`src/rtl/galaga_pkg.sv`:
```
// rtl/galaga_pkg.sv - shared state and text-select encodings for the screen sequencer
package galaga_pkg;

  typedef enum logic [2:0] {
    S_TITLE,
    S_PLAYING,
    S_GAME_OVER,
    S_YOU_WIN
  } screen_state_t;

  localparam logic [1:0] TXT_GALAGA   = 2'd0;
  localparam logic [1:0] TXT_PRESS    = 2'd1;
  localparam logic [1:0] TXT_GAMEOVER = 2'd2;
  localparam logic [1:0] TXT_WIN      = 2'd3;

endpackage

```
`src/rtl/sync_edge_det.sv`:
```
// rtl/sync_edge_det.sv - 2-FF synchroniser with registered rising-edge pulse
module sync_edge_det (
  input  logic clk_i,
  input  logic rst_i,
  input  logic async_i,
  output logic pulse_o
);

  logic sync1_q;
  logic sync2_q;
  logic prev_q;
  logic pulse_q;

  // Two flops to resolve metastability, a third to remember the last level,
  // and a registered pulse so the edge appears three clocks after the input edge.
  always_ff @(posedge clk_i or posedge rst_i) begin
    if (rst_i) begin
      sync1_q <= 1'b0;
      sync2_q <= 1'b0;
      prev_q  <= 1'b0;
      pulse_q <= 1'b0;
    end else begin
      sync1_q <= async_i;
      sync2_q <= sync1_q;
      prev_q  <= sync2_q;
      pulse_q <= sync2_q & ~prev_q;
    end
  end

  assign pulse_o = pulse_q;

endmodule

```
`src/rtl/screen_seq_ctrl.sv`:
```
// rtl/screen_seq_ctrl.sv - game-phase FSM, frame timers and text overlay gating
module screen_seq_ctrl
  import galaga_pkg::*;
#(
  parameter int BLINK_FRAMES    = 30,
  parameter int END_HOLD_FRAMES = 300
) (
  input  logic       Clk,
  input  logic       Reset,
  input  logic       frame_clk,
  input  logic       start_key,
  input  logic       player_dead,
  input  logic       all_enemies_dead,
  input  logic       is_galaga,
  input  logic       is_press_start,
  input  logic       is_gameover,
  input  logic       is_you_win,
  output logic       show_galaga,
  output logic       show_press_start,
  output logic       show_gameover,
  output logic       show_you_win,
  output logic       game_active,
  output logic       game_reset,
  output logic       text_on,
  output logic [1:0] text_sel
);

  localparam int BW = $clog2(BLINK_FRAMES + 1);
  localparam int HW = $clog2(END_HOLD_FRAMES + 1);
  localparam logic [BW-1:0] BLINK_LAST = BW'(BLINK_FRAMES - 1);
  localparam logic [HW-1:0] HOLD_LAST  = HW'(END_HOLD_FRAMES - 1);

  screen_state_t state_q, state_d;
  logic [BW-1:0] blink_cnt_q, blink_cnt_d;
  logic          blink_phase_q, blink_phase_d;
  logic [HW-1:0] hold_cnt_q, hold_cnt_d;

  logic frame_tick;
  logic start_edge;

  logic hit_galaga;
  logic hit_press;
  logic hit_gameover;
  logic hit_win;

  sync_edge_det u_frame_sync (
    .clk_i   (Clk),
    .rst_i   (Reset),
    .async_i (frame_clk),
    .pulse_o (frame_tick)
  );

  sync_edge_det u_start_sync (
    .clk_i   (Clk),
    .rst_i   (Reset),
    .async_i (start_key),
    .pulse_o (start_edge)
  );

  // State and frame counters.
  always_ff @(posedge Clk or posedge Reset) begin
    if (Reset) begin
      state_q       <= S_TITLE;
      blink_cnt_q   <= '0;
      blink_phase_q <= 1'b1;
      hold_cnt_q    <= '0;
    end else begin
      state_q       <= state_d;
      blink_cnt_q   <= blink_cnt_d;
      blink_phase_q <= blink_phase_d;
      hold_cnt_q    <= hold_cnt_d;
    end
  end

  // Next-state logic; game_reset is a Mealy pulse on the start press in TITLE.
  always_comb begin
    state_d       = state_q;
    blink_cnt_d   = blink_cnt_q;
    blink_phase_d = blink_phase_q;
    hold_cnt_d    = hold_cnt_q;
    game_reset    = 1'b0;
    case (state_q)
      S_TITLE: begin
        if (start_edge) begin
          game_reset    = 1'b1;
          state_d       = S_PLAYING;
          blink_cnt_d   = '0;
          blink_phase_d = 1'b1;
        end else if (frame_tick) begin
          if (blink_cnt_q == BLINK_LAST) begin
            blink_cnt_d   = '0;
            blink_phase_d = ~blink_phase_q;
          end else begin
            blink_cnt_d = blink_cnt_q + BW'(1);
          end
        end
      end
      S_PLAYING: begin
        // A loss outranks a win when both land in the same cycle.
        if (player_dead) begin
          state_d    = S_GAME_OVER;
          hold_cnt_d = '0;
        end else if (all_enemies_dead) begin
          state_d    = S_YOU_WIN;
          hold_cnt_d = '0;
        end
      end
      S_GAME_OVER, S_YOU_WIN: begin
        // A start press only leaves the end screen; a fresh press in TITLE starts play.
        if (start_edge) begin
          state_d    = S_TITLE;
          hold_cnt_d = '0;
        end else if (frame_tick) begin
          if (hold_cnt_q == HOLD_LAST) begin
            state_d    = S_TITLE;
            hold_cnt_d = '0;
          end else begin
            hold_cnt_d = hold_cnt_q + HW'(1);
          end
        end
      end
      default: begin
        state_d = S_TITLE;
      end
    endcase
  end

  // Overlay enables decoded only from registered state so game inputs cannot glitch them.
  always_comb begin
    show_galaga      = 1'b0;
    show_press_start = 1'b0;
    show_gameover    = 1'b0;
    show_you_win     = 1'b0;
    game_active      = 1'b0;
    case (state_q)
      S_TITLE: begin
        show_galaga      = 1'b1;
        show_press_start = blink_phase_q;
      end
      S_PLAYING:   game_active   = 1'b1;
      S_GAME_OVER: show_gameover = 1'b1;
      S_YOU_WIN:   show_you_win  = 1'b1;
      default:     show_galaga   = 1'b0;
    endcase
  end

  assign hit_galaga   = show_galaga      & is_galaga;
  assign hit_press    = show_press_start & is_press_start;
  assign hit_gameover = show_gameover    & is_gameover;
  assign hit_win      = show_you_win     & is_you_win;

  // Merge the enabled pixel hits, highest-priority logo wins the colour select.
  always_comb begin
    text_on  = 1'b1;
    text_sel = TXT_GALAGA;
    if (hit_galaga) begin
      text_sel = TXT_GALAGA;
    end else if (hit_press) begin
      text_sel = TXT_PRESS;
    end else if (hit_gameover) begin
      text_sel = TXT_GAMEOVER;
    end else if (hit_win) begin
      text_sel = TXT_WIN;
    end else begin
      text_on  = 1'b0;
      text_sel = TXT_GALAGA;
    end
  end

endmodule
```
`config.mk`:
```
export PLATFORM = sky130hd
export DESIGN_NAME = screen_seq_ctrl
export DESIGN_NICKNAME = d
export VERILOG_FILES = /design/src/rtl/galaga_pkg.sv /design/src/rtl/sync_edge_det.sv /design/src/rtl/screen_seq_ctrl.sv
export SDC_FILE = /design/constraint.sdc
export NUM_CORES = 1
export LEC_CHECK = 0
export ABC_AREA = 0
export CORE_AREA = 2 2 70 72
export CTS_CLUSTER_DIAMETER = 60
export DETAILED_ROUTE_END_ITERATION = 8
export DIE_AREA = 0 0 72 74
export GPL_ROUTABILITY_DRIVEN = 0
export PLACE_DENSITY = 0.47
export RECOVER_POWER = 100
export SETUP_SLACK_MARGIN = 0.15
export SKIP_LAST_GASP = 1
export SYNTH_ARGS = -nofsm -noshare
export SYNTH_HDL_FRONTEND = slang
export SYNTH_HIERARCHICAL = 1
export SYNTH_SLANG_ARGS = --single-unit
export TNS_END_PERCENT = 1
```
`constraint.sdc`:
```
create_clock -name Clk -period 2.13 [get_ports Clk]
set_input_delay 0.3195 -clock Clk [delete_from_list [all_inputs] [get_ports Clk]]
set_output_delay 0.3195 -clock Clk [all_outputs]
set_load 0.05 [all_outputs]
```
# Yosys cells after proc, flatten, opt, wreduce, memory -nomap -nowiden
# Cells that the tools add are included.
[totals]
reg_bits = 26
input_bits = 10
output_inout_bits = 9
wordCells = 75
[op_classes]
n_addsub = 2
n_eq_ne = 9
mux = 34
bitwise = 9
n_reduce_logical = 9
[ops]
columns = ["op", "count"]
rows = [
  ["$mux W9", 5],
  ["$mux W3", 6],
  ["$pmux W9 S2", 1],
  ["$mux W5", 3],
  ["$mux W1", 14],
  ["$add A9 B1 Y9 const B", 1],
  ["$eq A9 B9 Y1 const B", 1],
  ["$pmux W3 S3", 1],
  ["$mux W2", 4],
  ["$and A1 B1 Y1", 6],
  ["$eq A3 B2 Y1 const B", 2],
  ["$reduce_and A3 Y1", 2],
  ["$reduce_bool A2 Y1", 3],
  ["$add A5 B1 Y5 const B", 1],
  ["$eq A5 B5 Y1 const B", 1],
  ["$reduce_and A4 Y1", 1],
  ["$eq A3 B1 Y1 const B", 1],
  ["$logic_not A3 Y1", 1],
  ["$ne A3 B1 Y1 const B", 1],
  ["$ne A3 B2 Y1 const B", 1],
  ["$ne A3 B3 Y1 const B", 1],
  ["$not A1 Y1", 3],
  ["$ne A2 B1 Y1 const B", 1],
  ["$reduce_and A2 Y1", 1],
  ["$reduce_or A2 Y1", 1],
]

# Longest topological paths before layout
# Gate-level depths: netlist of the first run.
[logic_depth]
word_depth = 7
ltp_mapped = 6
mapped_depth_nobuf = 6

# Modules after synthesis
# Netlist of the first run, hierarchy kept.
[by_module_without_submodules]
columns = ["module", "instances", "cells_each", "area_each_um2", "seq_area_each_um2"]
rows = [
  ["screen_seq_ctrl", 1, 121, 1082.3, 426.7],
  ["sync_edge_det", 2, 6, 117.6, 100.1],
]

# Worst setup path after synthesis of the first run
# Ideal clock, no wire load.
[synth_path]
path_kind = "reg-to-output"
from = "register state_q[1]"
to = "output text_sel[0]"
arrival_time_ns = 2.371
slack_ns = -0.561
path_stages_with_launch = 6
path_cell_list = "dfrtp_1 > buf_6 > or2_1 > inv_1 > nand3_1 > o21ai_0"
[synth_between]
word_cells_on_any_way = 15
cone_classes = "2 x eq/ne; 8 x mux; 4 x bitwise; 1 x reduce/logical"
[synth_rtl]
columns = ["item", "line_no", "rtl"]
rows = [
  ["start, declared", "screen_seq_ctrl.sv:33", "screen_state_t state_q, state_d;"],
  ["start signal, assigned", "screen_seq_ctrl.sv:68", "state_q <= state_d;"],
  ["$logic_not A3 Y1", "screen_seq_ctrl.sv:135", "case (state_q)"],
  ["$mux W1", "screen_seq_ctrl.sv:135", ""],
  ["named net show_galaga", "screen_seq_ctrl.sv:18", "output logic show_galaga,"],
  ["$and A1 B1 Y1", "screen_seq_ctrl.sv:147", "assign hit_galaga = show_galaga & is_galaga;"],
  ["$mux W2", "screen_seq_ctrl.sv:156", "if (hit_galaga) begin"],
  ["end, declared", "screen_seq_ctrl.sv:25", "output logic [1:0] text_sel"],
]
# The timed path passes the listed nets, and every way through them passes these cells.

# Worst setup path after layout of the first run
[layout_path]
from = "register state_q[1]"
to = "output text_sel[0]"
[layout_between]
elab_chain_cells = 7
word_cells_on_any_way = 15
cone_classes = "2 x eq/ne; 8 x mux; 4 x bitwise; 1 x reduce/logical"
[layout_lines]
columns = ["item", "line_no", "rtl"]
rows = [
  ["$eq A3 B2 Y1", "screen_seq_ctrl.sv:135", ""],
  ["$mux W1", "screen_seq_ctrl.sv:135", ""],
  ["$and A1 B1 Y1", "screen_seq_ctrl.sv:150", "assign hit_win = show_you_win & is_you_win;"],
  ["$mux W2", "screen_seq_ctrl.sv:162", "end else if (hit_win) begin"],
  ["$mux W2", "screen_seq_ctrl.sv:160", "end else if (hit_gameover) begin"],
  ["$mux W2", "screen_seq_ctrl.sv:158", "end else if (hit_press) begin"],
  ["$mux W2 *", "screen_seq_ctrl.sv:156", ""],
]
# Mark *: on every way between the ends. The rest lies on a longest branch, timed or not.

==> results.txt, run 1 <==
The TritonCTS clock tree is done. Along the worst path, the maximum fanout reaches 11. The power density over the cells came out at 1229 nW/um^2.

The transition time at the pin with the least slew margin came out at 0.8068 ns. The total of flip-flops plus latches after synthesis came out at 25. The achievable frequency came out at 513.2 MHz. The launch point of the worst path is state_q[1]. The count of H-tree levels built during CTS came out at 1.

The average instance area after synthesis came out at 9.906 sq um. The final wirelength is 2795 um. The tree is rooted in a sky130_fd_sc_hd__clkbuf_8.

The worst register-to-register path ends at hold_cnt_q[7]. The number of max-capacitance violations reported is 0. The via count normalized by instance count is 5.019. The flip-flop count of the largest register, all copies and words added came out at 9.

The synthesized design contains 0 enable-type register cells. The sort of element at the start of the critical path is a flip-flop. Port buffering added 18 buffers.

The first detailed-routing pass ran for 4 iterations. The synthesized net count is 146. Setup violations remaining at the end of the flow were counted as 0. The largest net degree at the start of global routing is 18. The core region is 4598 sq um. The capturing element of the worst setup path is text_sel[0]. The tightest min-delay check is of the reg -> reg type.

The kind of end point of the critical path is an output port. STA puts the critical path data arrival time at 1.63 ns. The die outline width is 72 um. The worst setup path is of the reg -> out kind. The setup slack of the critical path after layout is 0.1815 ns. Between clock sinks in the finished design, the worst skew comes to 0.002869 ns. For this design the static power due to leakage is 0.0006843 uW. Across all register-to-register paths, the minimum setup slack is 0.25 ns. The most used flip-flop cell after synthesis is sky130_fd_sc_hd__dfrtp_1. The post-route netlist has 12.99% of its cells at a drive strength greater than 1. The number of primary I/O pins is 19. The chip height is 74 um. The number of buffers inserted during clock tree synthesis is 3. The number of fill cells in the layout came out at 470. Global routing finished with a remaining overflow of 0.

The sequential cells in the finished layout cover a total of 626.9 sq um. The largest registers in the layout are hold_cnt_q: 9 flops, blink_cnt_q: 5 flops, state_q: 2 flops. The net count of the finished layout is 168.

The number of max-slew violations in the final report is 0. Setup repair after global routing could not meet its margin everywhere. Yosys printed 6 warnings.

The sequential-to-total area share from yosys stat came out at 47.58%. The number of global-route vias before repair came out at 1114. The cell area after synthesis came out at 1318 sq um. Yosys mapped the design onto 37 distinct sky130hd cell types.

For this design, the CTS-stage hold fixing added 0 buffers. The setup TNS came out at 0 ns. The global-route wire length before repair came out at 5016 um.

The starting density of the core is 28.65%. The library cells used most frequently in the layout, excluding fill and tap cells, are sky130_fd_sc_hd__dfrtp_1 (24), sky130_fd_sc_hd__o21ai_0 (12), sky130_fd_sc_hd__nor2_1 (10). The cell depth of the worst hold path is 0. The maximum root-to-sink buffer count is 2. For this design, the sink count on the clock tree is 25.

The data required time at the worst endpoint is 1.81 ns. In this run the critical register-to-register path is launched from hold_cnt_q[0]. The number of antenna violations at the first check in global routing is 0.

The number of hold violations in the final report is 0. The worst reg2reg path depth came out at 6. The final antenna-violating net count came out at 0. The maximum ir drop on the vdd rail is 579.5 uV. The multi-input combinational cells in the finished layout cover a total of 633.1 sq um. The final critical delay including setup and external delays is 1.949 ns. The violation count after the first detailed-route iteration came out at 39.

Relative to the synthesized area, the layout overhead comes to 22.03%. The routed length per placed instance came out at 13.44 um. The number of antenna diodes is 0. The via count of the routed design is 1044. The HPWL after detailed placement is 2132 um. The clock insertion delay at the later pin of the skew report is 0.27 ns. The number of DRC violations after detailed routing is 0. The library cell used most frequently in the layout, excluding fill and tap cells, is sky130_fd_sc_hd__dfrtp_1. The site row count is 25. The total global-route track usage came out at 12.06%. The worst slack after detailed placement came out at 0.2997 ns. The run finished with clean final reports. The post-route fraction of the period consumed by the critical path is 91.48%. The post-synthesis instance total is 133. hold_cnt_q holds more flip-flops than any other register.

The floorplan die area is 5328 sq um. Measured against its own limit, the worst slew margin works out to 45.65%. Clock-pin slew was measured on the worst setup and hold paths at 0.09 ns. The fraction of registers with async set or reset after synthesis came out at 100.0%.
## power by group
group | switching, uW | internal, uW
logic | 569 | 368
registers | 167 | 590
clock network | 151 | 131
total | 888 | 1090
## cell usage after synthesis, types with 2 or more instances
master	instances	area [sq um]
sky130_fd_sc_hd__and2_1	5	31.28
sky130_fd_sc_hd__nand3_1	9	45.04
sky130_fd_sc_hd__nor2b_1	4	25.02
sky130_fd_sc_hd__o21ai_0	11	55.05
sky130_fd_sc_hd__inv_1	8	30.03
sky130_fd_sc_hd__nand2b_1	3	18.77
sky130_fd_sc_hd__a31oi_1	2	12.51
sky130_fd_sc_hd__nor2_1	10	37.54
sky130_fd_sc_hd__buf_2	2	10.01
sky130_fd_sc_hd__o31ai_1	2	15.01
sky130_fd_sc_hd__a21oi_1	6	30.03
sky130_fd_sc_hd__a22o_1	4	35.03
sky130_fd_sc_hd__and3_1	2	12.51
sky130_fd_sc_hd__nor3_1	3	15.01
sky130_fd_sc_hd__o21ai_1	2	10.01
sky130_fd_sc_hd__nand4_1	2	12.51
sky130_fd_sc_hd__dfrtp_1	24	600.6
sky130_fd_sc_hd__o41ai_1	3	26.28
sky130_fd_sc_hd__mux2_2	3	33.78
sky130_fd_sc_hd__nor3b_1	2	15.01
sky130_fd_sc_hd__ha_1	3	37.54
sky130_fd_sc_hd__nor2b_4	2	27.53
sky130_fd_sc_hd__nand2_1	7	26.28
## logic make-up (layout without fill, tap and decap cells)
kind of cell	after synthesis	after routing	share of synthesized area, %
flip-flops	25	25	47.58
AND/OR/NAND/NOR	54	54	23.08
AO/OA/AOI/OAI	36	36	19.28
adder cells (fa/ha/maj)	3	3	2.849
multiplexers	4	4	3.324
buffers and inverters	11	32	3.894
## critical path, cell delays in order (launching register included)
cell,delay [ns]
sky130_fd_sc_hd__dfrtp_1,0.49
sky130_fd_sc_hd__or2_1,0.34
sky130_fd_sc_hd__inv_2,0.12
sky130_fd_sc_hd__nand3_1,0.09
sky130_fd_sc_hd__o21ai_2,0.16
sky130_fd_sc_hd__buf_12,0.16
## worst min path at each step
stage                         startpoint              endpoint  slack (ns)
floorplan                          Reset   u_frame_sync/prev_q        0.09
global placement    u_frame_sync/sync1_q  u_frame_sync/sync2_q        0.34
detailed placement  u_start_sync/sync1_q  u_start_sync/sync2_q        0.34
CTS                                Reset  u_frame_sync/sync1_q        0.28
global route        u_start_sync/sync1_q  u_start_sync/sync2_q        0.38
finish              u_start_sync/sync1_q  u_start_sync/sync2_q        0.36
## repair_timing
item	4_1_cts	5_1_grt
setup buffers	0	0
cloned	0	0
gates resized for setup	1	2
endpoints found under the setup margin	5	5
## metal layers
layer | GRT usage, % | wire [um] | vias to the layer above
li1 | - | - | 519
met1 | 15.98 | 1341 | 506
met2 | 19.96 | 1350 | 14
met3 | 1.626 | 63 | 5
met4 | 5.241 | 40 | 0
met5 | 0 | 0 | -
## stage by stage
stage / utilization (%) / area, sq um / hold WS (ns) / total power [uW] / cells
global placement: 35.29 / 1623 / 0.3433 / 1813 / 204
CTS: 36.27 / 1668 / 0.2819 / 2113 / 208
detailed placement: 35.29 / 1623 / 0.3373 / 1831 / 204
floorplan: - / 1324 / 0.08558 / 1431 / 133
finish: 34.97 / 1608 / 0.3611 / 1977 / 208
global route: 34.97 / 1608 / 0.3799 / 2127 / 208
## area by class of cell
type | instances | area share (%)
flip-flops and latches | 25 | 38.99
multi-input cells | 97 | 39.38
repair buffers | 20 | 12.68
inverters | 8 | 1.868
clock inverters | 1 | 0.3113
well taps | 54 | 4.202
clock buffers | 3 | 2.568
Note: power is estimated with default switching activity, not from simulation.
==> run 2, diff against run 1 <==
--- a/config.mk
+++ b/config.mk
@@ -11,6 +11,7 @@
 export DETAILED_ROUTE_END_ITERATION = 8
 export DIE_AREA = 0 0 72 74
 export GPL_ROUTABILITY_DRIVEN = 0
+export GPL_TIMING_DRIVEN = 0
 export PLACE_DENSITY = 0.47
 export RECOVER_POWER = 100
 export SETUP_SLACK_MARGIN = 0.15
==> results.txt, run 2 (synthesized netlist as in run 1, its figures left out) <==
VDD sags by at most 687.4 uV. The number of hold violations in the final report came out at 0. The starting density of the core is 28.65%. The total overflow reported by the global router is 0. The detailed router finished its first iteration with 39 violations. The commonest non-fill, non-tap cell in the layout is sky130_fd_sc_hd__dfrtp_1.

The count of port buffers added during placement is 18. Dividing the detail-routed wire length by the instance count gives 13.39 um. The clock insertion delay at the later pin of the skew report came out at 0.26 ns. The flip-flop count of the largest register, all copies and words added is 9.

Clock-pin slew was measured on the worst setup and hold paths at 0.09 ns. The capturing element of the worst setup path is show_galaga. Setup repair after global routing could not meet its margin everywhere. The via count normalized by instance count is 5.057. The origin of the critical flop-to-flop path is hold_cnt_q[1]. The library cells used most frequently in the layout, excluding fill and tap cells, are sky130_fd_sc_hd__dfrtp_1 (24), sky130_fd_sc_hd__nor2_1 (10), sky130_fd_sc_hd__o21ai_0 (10). The clock root buffer master is sky130_fd_sc_hd__clkbuf_8. The total clock sinks came out at 25. The worst flop-to-flop path endpoint is hold_cnt_q[0]. Max-cap violations in this run came to 0. The multi-input combinational cells in the finished layout cover a total of 635.6 sq um. The number of DRC violations after detailed routing came out at 0. The startpoint-to-endpoint class of the critical path is reg -> out. The final setup violation count came out at 0. Measured along the x axis, the die boundary spans 72 um.

The launch point of the worst path is state_q[0]. Global routing used 14.71% of the available met1 tracks. The chip height came out at 74 um. The register with the highest flop count is hold_cnt_q. The number of global-route vias before repair came out at 1065. The global routing met2 resource utilization came out at 19.34%.

The repair_antennas step left the layout with diodes totalling 0. The layout overhead on the synthesized area came out at 20.70%. Timing analysis after detailed placement gives a worst setup slack of -0.1784 ns. The power density over the cells came out at 1225 nW/um^2. The met3 usage in global routing is 1.762%.

The final critical delay including setup and external delays came out at 2.112 ns. The sequential cell area is 626.9 sq um. The number of max-slew violations in the final report came out at 0. The global-route wire length before repair came out at 4850 um. The floorplan die area came out at 5328 sq um. STA classifies the critical path startpoint as a flip-flop. The fraction of final layout cells with drive strength greater than 1 is 12.26%. The number of primary I/O pins is 19.

The data required time at the worst endpoint is 1.81 ns. After layout, the worst path uses 99.17% of the clock period. The kind of end point of the critical path is an output port. The via count of the routed design is 1057. The largest registers in the layout are hold_cnt_q: 9 flops, blink_cnt_q: 5 flops, state_q: 2 flops.

The region available for standard cell placement spans 4598 sq um. The min-delay analysis places its worst path in the category reg -> reg. The number of buffers inserted during clock tree synthesis came out at 3. The number of antenna violations at the first check in global routing came out at 0. The post-route clock skew is 0.001999 ns.

The setup slack of the critical path after layout came out at 0.01759 ns. The final antenna-violating net count is 0. The slack of the worst reg-to-reg path is 0.16 ns.

The largest net degree at the start of global routing came out at 18. The HPWL after detailed placement came out at 2033 um. The site row count came out at 25. STA puts the critical path data arrival time at 1.79 ns. The number of cells on the worst reg-to-reg path is 5.

The run finished with clean final reports. The worst min-delay path startpoint is u_start_sync/sync1_q. The maximum root-to-sink buffer count is 2. The final wirelength came out at 2799 um. The worst relative slew slack is 53.29%. The total global-route track usage came out at 11.55%. The number of detailed-route iterations in the first pass came out at 4. After filler insertion, the fill cell instance count of the layout stands at 467. The count of H-tree levels built during CTS is 1.

The sum of internal, switching and leakage power is 1947 uW. The reported leakage power is 0.0007090 uW. For this run, the post-layout net count is 169. Along the worst path, the maximum fanout reaches 10. TritonCTS built the clock tree. The achievable frequency came out at 473.4 MHz. The busiest metal layer after global routing is met2.

The transition time at the pin with the least slew margin came out at 0.6999 ns.
run 2: report_power, final:
group | internal [uW] | switching, uW
registers | 590 | 126
logic | 348 | 605
clock network | 134 | 145
run 2: worst min-delay path by stage:
stage | cells after the start | to
after detailed placement | 0 | u_start_sync/sync2_q
after CTS | 2 | u_frame_sync/sync1_q
final | 0 | u_start_sync/sync2_q
after floorplan | 1 | u_frame_sync/prev_q
after global routing | 0 | u_start_sync/sync2_q
after global placement | 0 | u_start_sync/sync2_q
run 2: what timing repair did:
action                                  in CTS  in global routing
hold buffers                                 0                  0
resized for setup                           10                  5
endpoints found under the setup margin       9                 15
setup buffers                                0                  0
gates cloned                                 0                  0
run 2: cell type report:
type / count / share of cell area [%]
plain buffers: 3 / 1.338
clock buffers: 4 / 2.832
inverters: 8 / 1.888
multi-input cells: 97 / 39.97
flip-flops and latches: 25 / 39.42
well taps: 54 / 4.249
repair buffers: 18 / 10.31
run 2: layer usage:
metal,routed length (um),share of wire [%],vias up
met2,1334,48,25
met4,23,0.82,0
li1,-,-,522
met5,0,0,-
met3,124,4.4,2
met1,1315,47,508
run 2: through the flow:
stage               hold WS (ns)  instance area (sq um)  std cells  setup TNS [ns]  util, %
finish                    0.3552                   1590        209               0    34.59
global route              0.3618                   1590        209         -0.1825    34.59
CTS                       0.2966                   1614        209         -0.2065    35.10
detailed placement        0.3379                   1572        205         -0.5557    34.18
global placement          0.3315                   1572        205         -0.5182    34.18
floorplan                0.08558                   1324        133               0        -
run 2: worst max-delay path, cell delays in order (launching register included):
cell and delay [ns]:
sky130_fd_sc_hd__dfrtp_1 0.37, sky130_fd_sc_hd__buf_2 0.17, sky130_fd_sc_hd__or2_1 0.29, sky130_fd_sc_hd__inv_1 0.15, sky130_fd_sc_hd__dlygate4sd2_1 0.54
